<file path="src/rtl/loader_pkg.sv">
// Shared definitions for the program loader and the core's decoder.
// Holds the loader state encoding, the NOP fill word and the opcode map.
package loader_pkg;

  // Loader states: RUN serves the program, the L_* states form one load session.
  typedef enum logic [2:0] {
    RUN       = 3'd0,
    L_IDLE    = 3'd1,
    L_PRESS   = 3'd2,
    L_WRITE   = 3'd3,
    L_RELEASE = 3'd4
  } state_t;

  // Jump with immediate 0: the core simply advances to pc+1.
  localparam logic [7:0] NOP_WORD = 8'hC0;

  // Opcode field values, shared with the core's decoder.
  localparam logic [1:0] OP_ADD = 2'b00;
  localparam logic [1:0] OP_LD  = 2'b01;
  localparam logic [1:0] OP_ST  = 2'b10;
  localparam logic [1:0] OP_JMP = 2'b11;

  // Modulo-256 accumulate used by the optional session checksum.
  function automatic logic [7:0] sum8(input logic [7:0] acc, input logic [7:0] word);
    return acc + word;
  endfunction

endpackage

</file>
<file path="src/rtl/button_debounce.sv">
// Push-button front end for the program loader.
// Synchronizes the raw strobe, debounces press and release, and walks the
// load-session states. Emits a single-cycle press_pulse per physical press.
// Dropping enable (synced load mode) returns to RUN at once and discards any
// press in flight, including one whose counter has already hit its limit.
module button_debounce
  import loader_pkg::*;
#(
  parameter int DEBOUNCE_CYCLES = 1000000
) (
  input  logic clk,
  input  logic reset,
  input  logic enable,
  input  logic strobe_raw,
  output logic press_pulse,
  output logic session_start,
  output logic active
);

  localparam int CNT_W = (DEBOUNCE_CYCLES > 1) ? $clog2(DEBOUNCE_CYCLES) : 1;
  localparam logic [CNT_W-1:0] CNT_LAST = CNT_W'(DEBOUNCE_CYCLES - 1);
  localparam logic [CNT_W-1:0] CNT_ZERO = CNT_W'(0);
  localparam logic [CNT_W-1:0] CNT_ONE  = CNT_W'(1);

  logic [1:0]       strobe_sync;
  logic             strobe;
  state_t           state;
  state_t           state_next;
  logic [CNT_W-1:0] cnt;
  logic [CNT_W-1:0] cnt_next;

  assign strobe = strobe_sync[1];

  // Two-flop synchronizer for the asynchronous, bouncing button.
  always_ff @(posedge clk) begin
    if (reset) begin
      strobe_sync <= 2'b00;
    end else begin
      strobe_sync <= {strobe_sync[0], strobe_raw};
    end
  end

  // State and debounce counter registers.
  always_ff @(posedge clk) begin
    if (reset) begin
      state <= RUN;
      cnt   <= CNT_ZERO;
    end else begin
      state <= state_next;
      cnt   <= cnt_next;
    end
  end

  // Next-state logic: press must be stable for DEBOUNCE_CYCLES samples, then
  // one write cycle, then release must be stable before another press counts.
  always_comb begin
    state_next = state;
    cnt_next   = cnt;
    if (!enable) begin
      state_next = RUN;
      cnt_next   = CNT_ZERO;
    end else begin
      case (state)
        RUN: begin
          state_next = L_IDLE;
          cnt_next   = CNT_ZERO;
        end
        L_IDLE: begin
          if (strobe) begin
            state_next = L_PRESS;
            cnt_next   = CNT_ZERO;
          end else begin
            state_next = L_IDLE;
          end
        end
        L_PRESS: begin
          if (!strobe) begin
            state_next = L_IDLE;
            cnt_next   = CNT_ZERO;
          end else if (cnt == CNT_LAST) begin
            state_next = L_WRITE;
          end else begin
            cnt_next = cnt + CNT_ONE;
          end
        end
        L_WRITE: begin
          state_next = L_RELEASE;
          cnt_next   = CNT_ZERO;
        end
        L_RELEASE: begin
          if (strobe) begin
            cnt_next = CNT_ZERO;
          end else if (cnt == CNT_LAST) begin
            state_next = L_IDLE;
            cnt_next   = CNT_ZERO;
          end else begin
            cnt_next = cnt + CNT_ONE;
          end
        end
        default: begin
          state_next = RUN;
          cnt_next   = CNT_ZERO;
        end
      endcase
    end
  end

  assign press_pulse   = (state == L_WRITE) && enable;
  assign session_start = (state == RUN) && enable;
  assign active        = (state != RUN);

endmodule

</file>
<file path="src/rtl/program_loader.sv">
// Instruction store feeding the 8-bit core. In LOAD mode words keyed on the
// slide switches are committed one per debounced button press; in RUN mode
// the stored program is served with one oscillator cycle of latency.
// Optional build macro: LOADER_CHECKSUM_EN adds an 8-bit session checksum port.
module program_loader
  import loader_pkg::*;
#(
  parameter int DEPTH           = 32,
  parameter int ADDR_W          = 5,
  parameter int DEBOUNCE_CYCLES = 1000000
) (
  input  logic              oscillator,
  input  logic              reset,
  input  logic              load_mode,
  input  logic [7:0]        load_data,
  input  logic              load_strobe,
  input  logic [7:0]        instruction_address,
  output logic [7:0]        instruction,
  output logic [ADDR_W:0]   load_count,
  output logic              loading,
`ifdef LOADER_CHECKSUM_EN
  output logic [7:0]        checksum,
`endif
  output logic              full
);

  localparam logic [ADDR_W:0] FULL_COUNT = (ADDR_W + 1)'(DEPTH);
  localparam logic [ADDR_W:0] COUNT_ONE  = (ADDR_W + 1)'(1);
  localparam logic [7:0]      ADDR_LIMIT = 8'(DEPTH);

  logic [1:0]        mode_sync;
  logic              press_pulse;
  logic              session_start;
  logic              write_en;
  logic              in_range;
  logic [ADDR_W-1:0] wr_ptr;
  logic [ADDR_W-1:0] rd_ptr;
  logic [7:0]        mem [DEPTH];

  button_debounce #(
    .DEBOUNCE_CYCLES(DEBOUNCE_CYCLES)
  ) u_debounce (
    .clk          (oscillator),
    .reset        (reset),
    .enable       (mode_sync[1]),
    .strobe_raw   (load_strobe),
    .press_pulse  (press_pulse),
    .session_start(session_start),
    .active       (loading)
  );

  assign full     = (load_count == FULL_COUNT);
  assign write_en = press_pulse && !full;
  assign wr_ptr   = load_count[ADDR_W-1:0];
  assign in_range = (instruction_address < ADDR_LIMIT);
  assign rd_ptr   = instruction_address[ADDR_W-1:0];

  // Two-flop synchronizer for the load/run level switch.
  always_ff @(posedge oscillator) begin
    if (reset) begin
      mode_sync <= 2'b00;
    end else begin
      mode_sync <= {mode_sync[0], load_mode};
    end
  end

  // Program memory: NOP-filled on reset, one write per accepted press.
  always_ff @(posedge oscillator) begin
    if (reset) begin
      for (int i = 0; i < DEPTH; i++) begin
        mem[i] <= NOP_WORD;
      end
    end else if (write_en) begin
      mem[wr_ptr] <= load_data;
    end else begin
      mem[wr_ptr] <= mem[wr_ptr];
    end
  end

  // Registered read port; LOAD states and out-of-range addresses give NOP.
  always_ff @(posedge oscillator) begin
    if (reset) begin
      instruction <= NOP_WORD;
    end else if (!loading && in_range) begin
      instruction <= mem[rd_ptr];
    end else begin
      instruction <= NOP_WORD;
    end
  end

  // Words written this session; cleared when a session opens, saturates at DEPTH.
  always_ff @(posedge oscillator) begin
    if (reset) begin
      load_count <= '0;
    end else if (session_start) begin
      load_count <= '0;
    end else if (write_en) begin
      load_count <= load_count + COUNT_ONE;
    end else begin
      load_count <= load_count;
    end
  end

`ifdef LOADER_CHECKSUM_EN
  // Running modulo-256 sum of the words written this session.
  always_ff @(posedge oscillator) begin
    if (reset) begin
      checksum <= 8'h00;
    end else if (session_start) begin
      checksum <= 8'h00;
    end else if (write_en) begin
      checksum <= sum8(checksum, load_data);
    end else begin
      checksum <= checksum;
    end
  end
`endif

endmodule
</file>
<file path="config.mk">
export PLATFORM = sky130hd
export DESIGN_NAME = program_loader
export DESIGN_NICKNAME = d
export VERILOG_FILES = /design/src/rtl/loader_pkg.sv /design/src/rtl/button_debounce.sv /design/src/rtl/program_loader.sv
export SDC_FILE = /design/constraint.sdc
export NUM_CORES = 1
export LEC_CHECK = 0
export BUFFER_PORTS_ARGS = -buffer_cell sky130_fd_sc_hd__buf_2
export CORE_UTILIZATION = 55
export DETAILED_ROUTE_END_ITERATION = 12
export PLACE_DENSITY = 0.72
export SETUP_SLACK_MARGIN = 0.2
export SYNTH_ARGS = -nofsm -noshare
export SYNTH_HDL_FRONTEND = slang
export SYNTH_SLANG_ARGS = --single-unit
</file>
<file path="constraint.sdc">
create_clock -name oscillator -period 2.9 [get_ports oscillator]
set_clock_uncertainty 0.15 [all_clocks]
set_input_delay 0.29 -clock oscillator [delete_from_list [all_inputs] [get_ports oscillator]]
set_output_delay 0.29 -clock oscillator [all_outputs]
set_load 0.1 [all_outputs]
</file>
======== After elaboration in Yosys (flattened, before gate mapping) ========
Memory sizes are Yosys's and may differ from the RTL's. A register that Yosys moved wholly into a read port is not among the register bits.
Index checks and enable logic that the tools add are counted.
storage, ports and cells
  logic and storage cells ................. 63
  output and inout bits ................... 16
  memories ................................ 1
  bits in writable memories ............... 256
  register bits after elaboration ......... 33
operators by class
  bitwise logic cells ..................... 3
  reduce and logical (&&, ||, !) cells .... 15
  add/subtract/negate cells ............... 2
  equality and inequality tests ........... 12
  mux-type cells .......................... 24
  $lt $le $gt $ge ......................... 1
memories
  name  depth  width  read ports  clocked after Yosys merged registers in  wr ports  line                  source
  mem   32     8      1           1                                        32        program_loader.sv:38  logic [7:0] mem [DEPTH];
operators with widths
  kind                                                                    count
  20-bit two-way mux                                                      5
  20-bit case mux with 3 select lines                                     1
  20-bit by 1-bit adder with 20-bit output (second input constant)        1
  20-bit equality test (second input constant)                            1
  8-bit two-way mux                                                       2
  3-bit case mux with 5 select lines                                      1
  3-bit two-way mux                                                       4
  1-bit two-way mux                                                       9
  8-bit by 6-bit < comparator with 1-bit output (second input constant)   1
  8-bit OR reduction                                                      1
  6-bit by 1-bit adder with 6-bit output (second input constant)          1
  3-bit by 2-bit equality test with 1-bit output (second input constant)  2
  6-bit equality test (second input constant)                             1
  3-bit != test (second input constant)                                   2
  2-bit OR reduction                                                      3
  5-bit two-way mux                                                       1
  1-bit logical AND                                                       4
  2-bit by 1-bit != test with 1-bit output (second input constant)        2
  2-bit AND reduction                                                     2
  3-bit by 1-bit equality test with 1-bit output (second input constant)  1
  3-bit equality test (second input constant)                             1
  3-bit zero test                                                         1
  3-bit AND reduction                                                     1
  3-bit nonzero test                                                      1
  6 further kinds                                                         8

======== Longest topological paths before layout ========
  depth after elaboration ................. 10
  gate-level depth with buffers ........... 8
  mapped depth without buffers ............ 6

======== Cells and area by module ========
Synthesis repeated with hierarchy kept, for this count alone.
unflattened totals
  cells, all modules ...................... 1031
  area, all modules ....................... 14083.5 um^2
modules (own cells, without submodules)
  module           seq. area each (um^2)  area an instance (um^2)  cells each  instances
  program_loader   8007.7                 12702.2                  870         1
  button_debounce  500.5                  1381.3                   161         1

======== Worst setup path after synthesis ========
Ideal clock, no wire load.
  path kind ............................... register to register
  start ................................... reg load_count[0]
  end ..................................... mem mem[15][0], enable pin
  period minus slack after synthesis ...... 3.252 ns
  setup time .............................. 0.375 ns
  stages on the path, launching flop included .. 7
  arrival ................................. 2.728 ns
  slack ................................... -0.352 ns
  cells stage by stage .................... dfxtp_1 > inv_1 > ha_1 > clkbuf_1 > a31oi_1 > nand4_1 > o21bai_1
RTL lines
  what                    line                   source
  start, declared         program_loader.sv:19   output logic [ADDR_W:0] load_count,
  start signal, assigned  program_loader.sv:98   load_count <= load_count + COUNT_ONE;
  start signal, assigned  program_loader.sv:100  load_count <= load_count;
  end, declared           program_loader.sv:38

======== Final worst setup path ========
  start ................................... reg load_count[2]
  end ..................................... out full
on the way
  cells in the longest elaborated chain, start to end .. 1
RTL lines
  what                 line                  source
  6-bit equality test  program_loader.sv:52  assign full = (load_count == FULL_COUNT);
  end, declared        program_loader.sv:24  output logic full
No other way between the ends.

==> reports/qor.csv <==
stage,metric,value,unit
sta,fin_crit_sh,88.75,%
clock_tree,clkSlewWorstSetupHoldPaths,0.06,ns
yosys,synth_compound_area_share,2.614,%
clock_tree,root_buffer,clkbuf_16,
worst_setup_path,worst-setup-path-type,flop to output port,
run,maxCapViolCount,0,
worst_setup_path,cp.arrival,2.13,ns
clock_tree,clockBufferDepth,3,
clock_tree,cts_inserted_buffers,31,
yosys,synthSimpleGateAreaFrac,19.06,%
route,viasPerCell,5.924,
global_route,grt_max_degree,39,
finish,antenna_cells,0,
yosys,synth_area,13880,µm²
global_route,antenna_found_initial,0,
finish,layout-area-overhead-vs-synth,11.61,%
sta,slew_headroom,49.60,%
worst_setup_path,reg2reg_depth,6,
place,place.gp.congestion,0.7970,
yosys,synth_mux_area_share,12.68,%
finish,drive_gt1_share,23.60,%
floorplanning,die_area,25870,µm²
worst_setup_path,ff2ff_setup_slack,0.42,ns
worst_setup_path,path_buf_inv,1,
pwr,power_density,617.9,nW/µm²
pwr,ir_worst_vdd,0.0003795,V
worst_hold_path,hold_path.class,input pin to flop,
run_status,outcome,finished clean,
yosys,synth_xor_xnor_area_share,1.199,%
yosys,ys_warn_count,0,
route,antenna_left,0,
finish,nets,1051,
sta,setup_viol,0,
route,drt_iter0_drc,775,
worst_setup_path,cpLargestDelayFamily,simple AND/OR/NAND/NOR gates,
route,drc,0,
clock_tree,h-tree-depth,1,
yosys,syn_inst,1007,
sta,rsz0062_at_grt,no,
route,routedWlPerCell,22.13,µm
worst_setup_path,crit_fanout,13,
yosys,synth_cell_types,52,
floorplanning,ioPinCount,36,
global_route,grt_overflow,0,
pwr,power.leakage,5.456,nW
worst_hold_path,worstHoldPathCells,2,
worst_setup_path,crit_path_end_kind,output port,
worst_setup_path,reg2reg_from,load_count[2]$_SDFFE_PP0N_,
sta,min_period,2.574,ns
sta,drv_slew,0,
worst_setup_path,start_kind,flop,
yosys,synth_top_family_by_area,simple AND/OR/NAND/NOR gates,
yosys,ys_ff_latch,297,
clock_tree,cts_tree,done,
yosys,synth_fa_ha_area_share,0.4508,%
yosys,ys_async_sr_fraction,0,%
global_route,grt_pass1_vias,8179,
route,wl,30420,µm
floorplanning,die_h,160.9,µm
floorplanning,die_w,160.9,µm
yosys,synth_edf_count,256,
yosys,synth_seq_area_share,61.31,%
sta,tightestPinTransition,0.7560,ns
worst_setup_path,timing.rr.end,mem[23][2]$_SDFFCE_PN0P_,
place,numPortBuffers,35,
sta,finalHoldViolCount,0,
yosys,syn-num-nets,1032,
worst_setup_path,cpPeakStageDelay,0.50,ns
sta,clock.fmax,0.3886,GHz
floorplanning,placementRows,57,
route,drtPass1Iterations,5,
clock_tree,clock-sinks,297,
finish,fill_cells,1833,
worst_setup_path,cp_cell_sequence,nor3_1 > and3_1 > buf_2,
place,dp_hpwl,19650,µm
worst_hold_path,hp-start,reset,
floorplanning,initial_core_util,56.57,%
global_route,grt_use_total,24.24,%
worst_setup_path,cpMaxStageDelayCell,nor3_1,
worst_setup_path,required,2.46,ns
finish,utilization,63.14,%
sta,tns,0,ns
route,vias,8145,
global_route,grt_pass1_wl,47320,µm
floorplanning,core_area,24530,µm²
worst_hold_path,hold_end,mode_sync[0]$_SDFF_PP0_,
yosys,synthFlopType,edfxtp_1,
clock_tree,clk_latency,0.56,ns
yosys,syn_area_per_cell,13.78,µm²
## where the power goes
part           leakage (nW)  internal, mW  switching, mW
clock                 0.544          2.54           1.61
sequential             2.80          4.80         0.0599
combinational          2.12         0.224          0.336
total                  5.46          7.56           2.01
## what timing repair did
| item | CTS | global route |
|---|---|---|
| gates resized for setup | 0 | 2 |
| hold buffers | 3 | 0 |
| setup endpoints to repair | 0 | 56 |
| setup buffers | 0 | 0 |
| hold endpoints to repair | 4 | 0 |
## layout by cell type, fill, tap and decap left out, types with 14 or more instances in the layout
cell type,netlist,final
edfxtp_1,256,256
and2_1,174,174
mux4_2,60,60
or3_1,59,59
nor2_1,47,46
dfxtp_1,41,36
clkbuf_16,0,34
buf_2,17,33
or2_2,32,32
and3_1,30,30
buf_4,4,30
nand2_1,26,26
mux2i_1,25,25
xor2_1,16,16
a21oi_1,15,15
nand2b_1,15,15
nor2_2,13,14
mux2_2,14,14
## synthesized netlist by cell type (2+ instances only)
cell type,instances,share of area [%]
or3b_2,2,0.13
nand2_1,26,0.70
ha_1,5,0.45
nor4b_1,4,0.25
o221ai_1,7,0.44
mux4_2,60,9.7
o22ai_1,2,0.090
clkbuf_1,54,1.5
o21bai_1,3,0.16
a21oi_1,15,0.54
and3_1,30,1.4
o21ai_0,7,0.25
nor3_1,6,0.22
nor2_2,13,0.59
nor2b_1,4,0.18
xor2_1,16,1.0
inv_1,5,0.14
or3_1,59,2.7
dfxtp_1,41,5.9
nand3b_1,5,0.27
nand4_1,6,0.27
and2_1,174,7.8
buf_1,4,0.11
nor3b_1,3,0.16
buf_2,17,0.61
nand2b_1,15,0.68
a221oi_1,2,0.13
nand3_1,10,0.36
a211oi_1,4,0.22
xnor2_1,3,0.19
edfxtp_1,256,55
buf_4,4,0.22
a31oi_1,4,0.18
mux2_2,14,1.1
mux2i_1,25,1.8
o211ai_1,6,0.32
and4_1,3,0.19
buf_6,2,0.16
or2_2,32,1.4
nor2_1,47,1.3
## flip-flops by register name, summed over array words and instances (netlist names)
register,cells
mem,256
u_debounce.cnt,20
instruction,8
load_count,6
u_debounce.state,3
mode_sync,2
u_debounce.strobe_sync,2
## stage by stage
step | setup WS (ns) | instance area [µm²] | hold WS, ns | total power [mW] | instances
after global placement | 0.4484 | 14350 | 0.2703 | 5.493 | 1314
after floorplan | 0.2016 | 13890 | 0.2638 | 5.313 | 1007
after detailed placement | 0.4028 | 14350 | 0.2883 | 5.509 | 1314
after CTS | 0.3854 | 15480 | 0.01468 | 9.632 | 1375
final | 0.3264 | 15490 | 0.02669 | 9.572 | 1375
after global routing | 0.2118 | 15490 | 0.05402 | 9.837 | 1375
## final cells by class
cell class              count  area (µm²)  area share [%]
flip-flops and latches    297        8514           54.97
multi-input cells         624        5014           32.37
clock inverters            13       145.1          0.9370
inverters                   5       18.77          0.1212
repair buffers             67       440.4           2.843
well taps                 324       405.4           2.617
clock buffers              45       952.2           6.147
## cell families after synthesis
group                    after synthesis
AND/OR/NAND/NOR                      447
buffers and inverters                 86
multiplexers                          99
flip-flops                           297
AO/OA/AOI/OAI                         54
adder cells (fa/ha/maj)                5
XOR/XNOR                              19
## worst max-delay path by stage
stage,endpoint,startpoint,cells past startpoint
3_3_place_gp,mem[24][7]$_SDFFCE_PN1P_,load_count[0]$_SDFFE_PP0N_,6
3_5_place_dp,mem[24][6]$_SDFFCE_PN1P_,load_count[0]$_SDFFE_PP0N_,6
5_1_grt,mem[23][7]$_SDFFCE_PN1P_,load_count[0]$_SDFFE_PP0N_,7
6_report,full,load_count[2]$_SDFFE_PP0N_,3
4_1_cts,mem[23][3]$_SDFFCE_PN0P_,load_count[0]$_SDFFE_PP0N_,7
2_1_floorplan,mem[15][0]$_SDFFCE_PN0P_,load_count[0]$_SDFFE_PP0N_,6
## metal layers
metal  share of wire (%)  vias to the layer above  global-route usage, %
li1                    -                     3751                      -
met1                  43                     4084                  33.96
met2                  48                      249                  39.03
met3                 5.7                       61                  3.564
met4                 3.0                        0                  8.319
met5                   0                        -                      0
(Power assumes the default switching activity.)
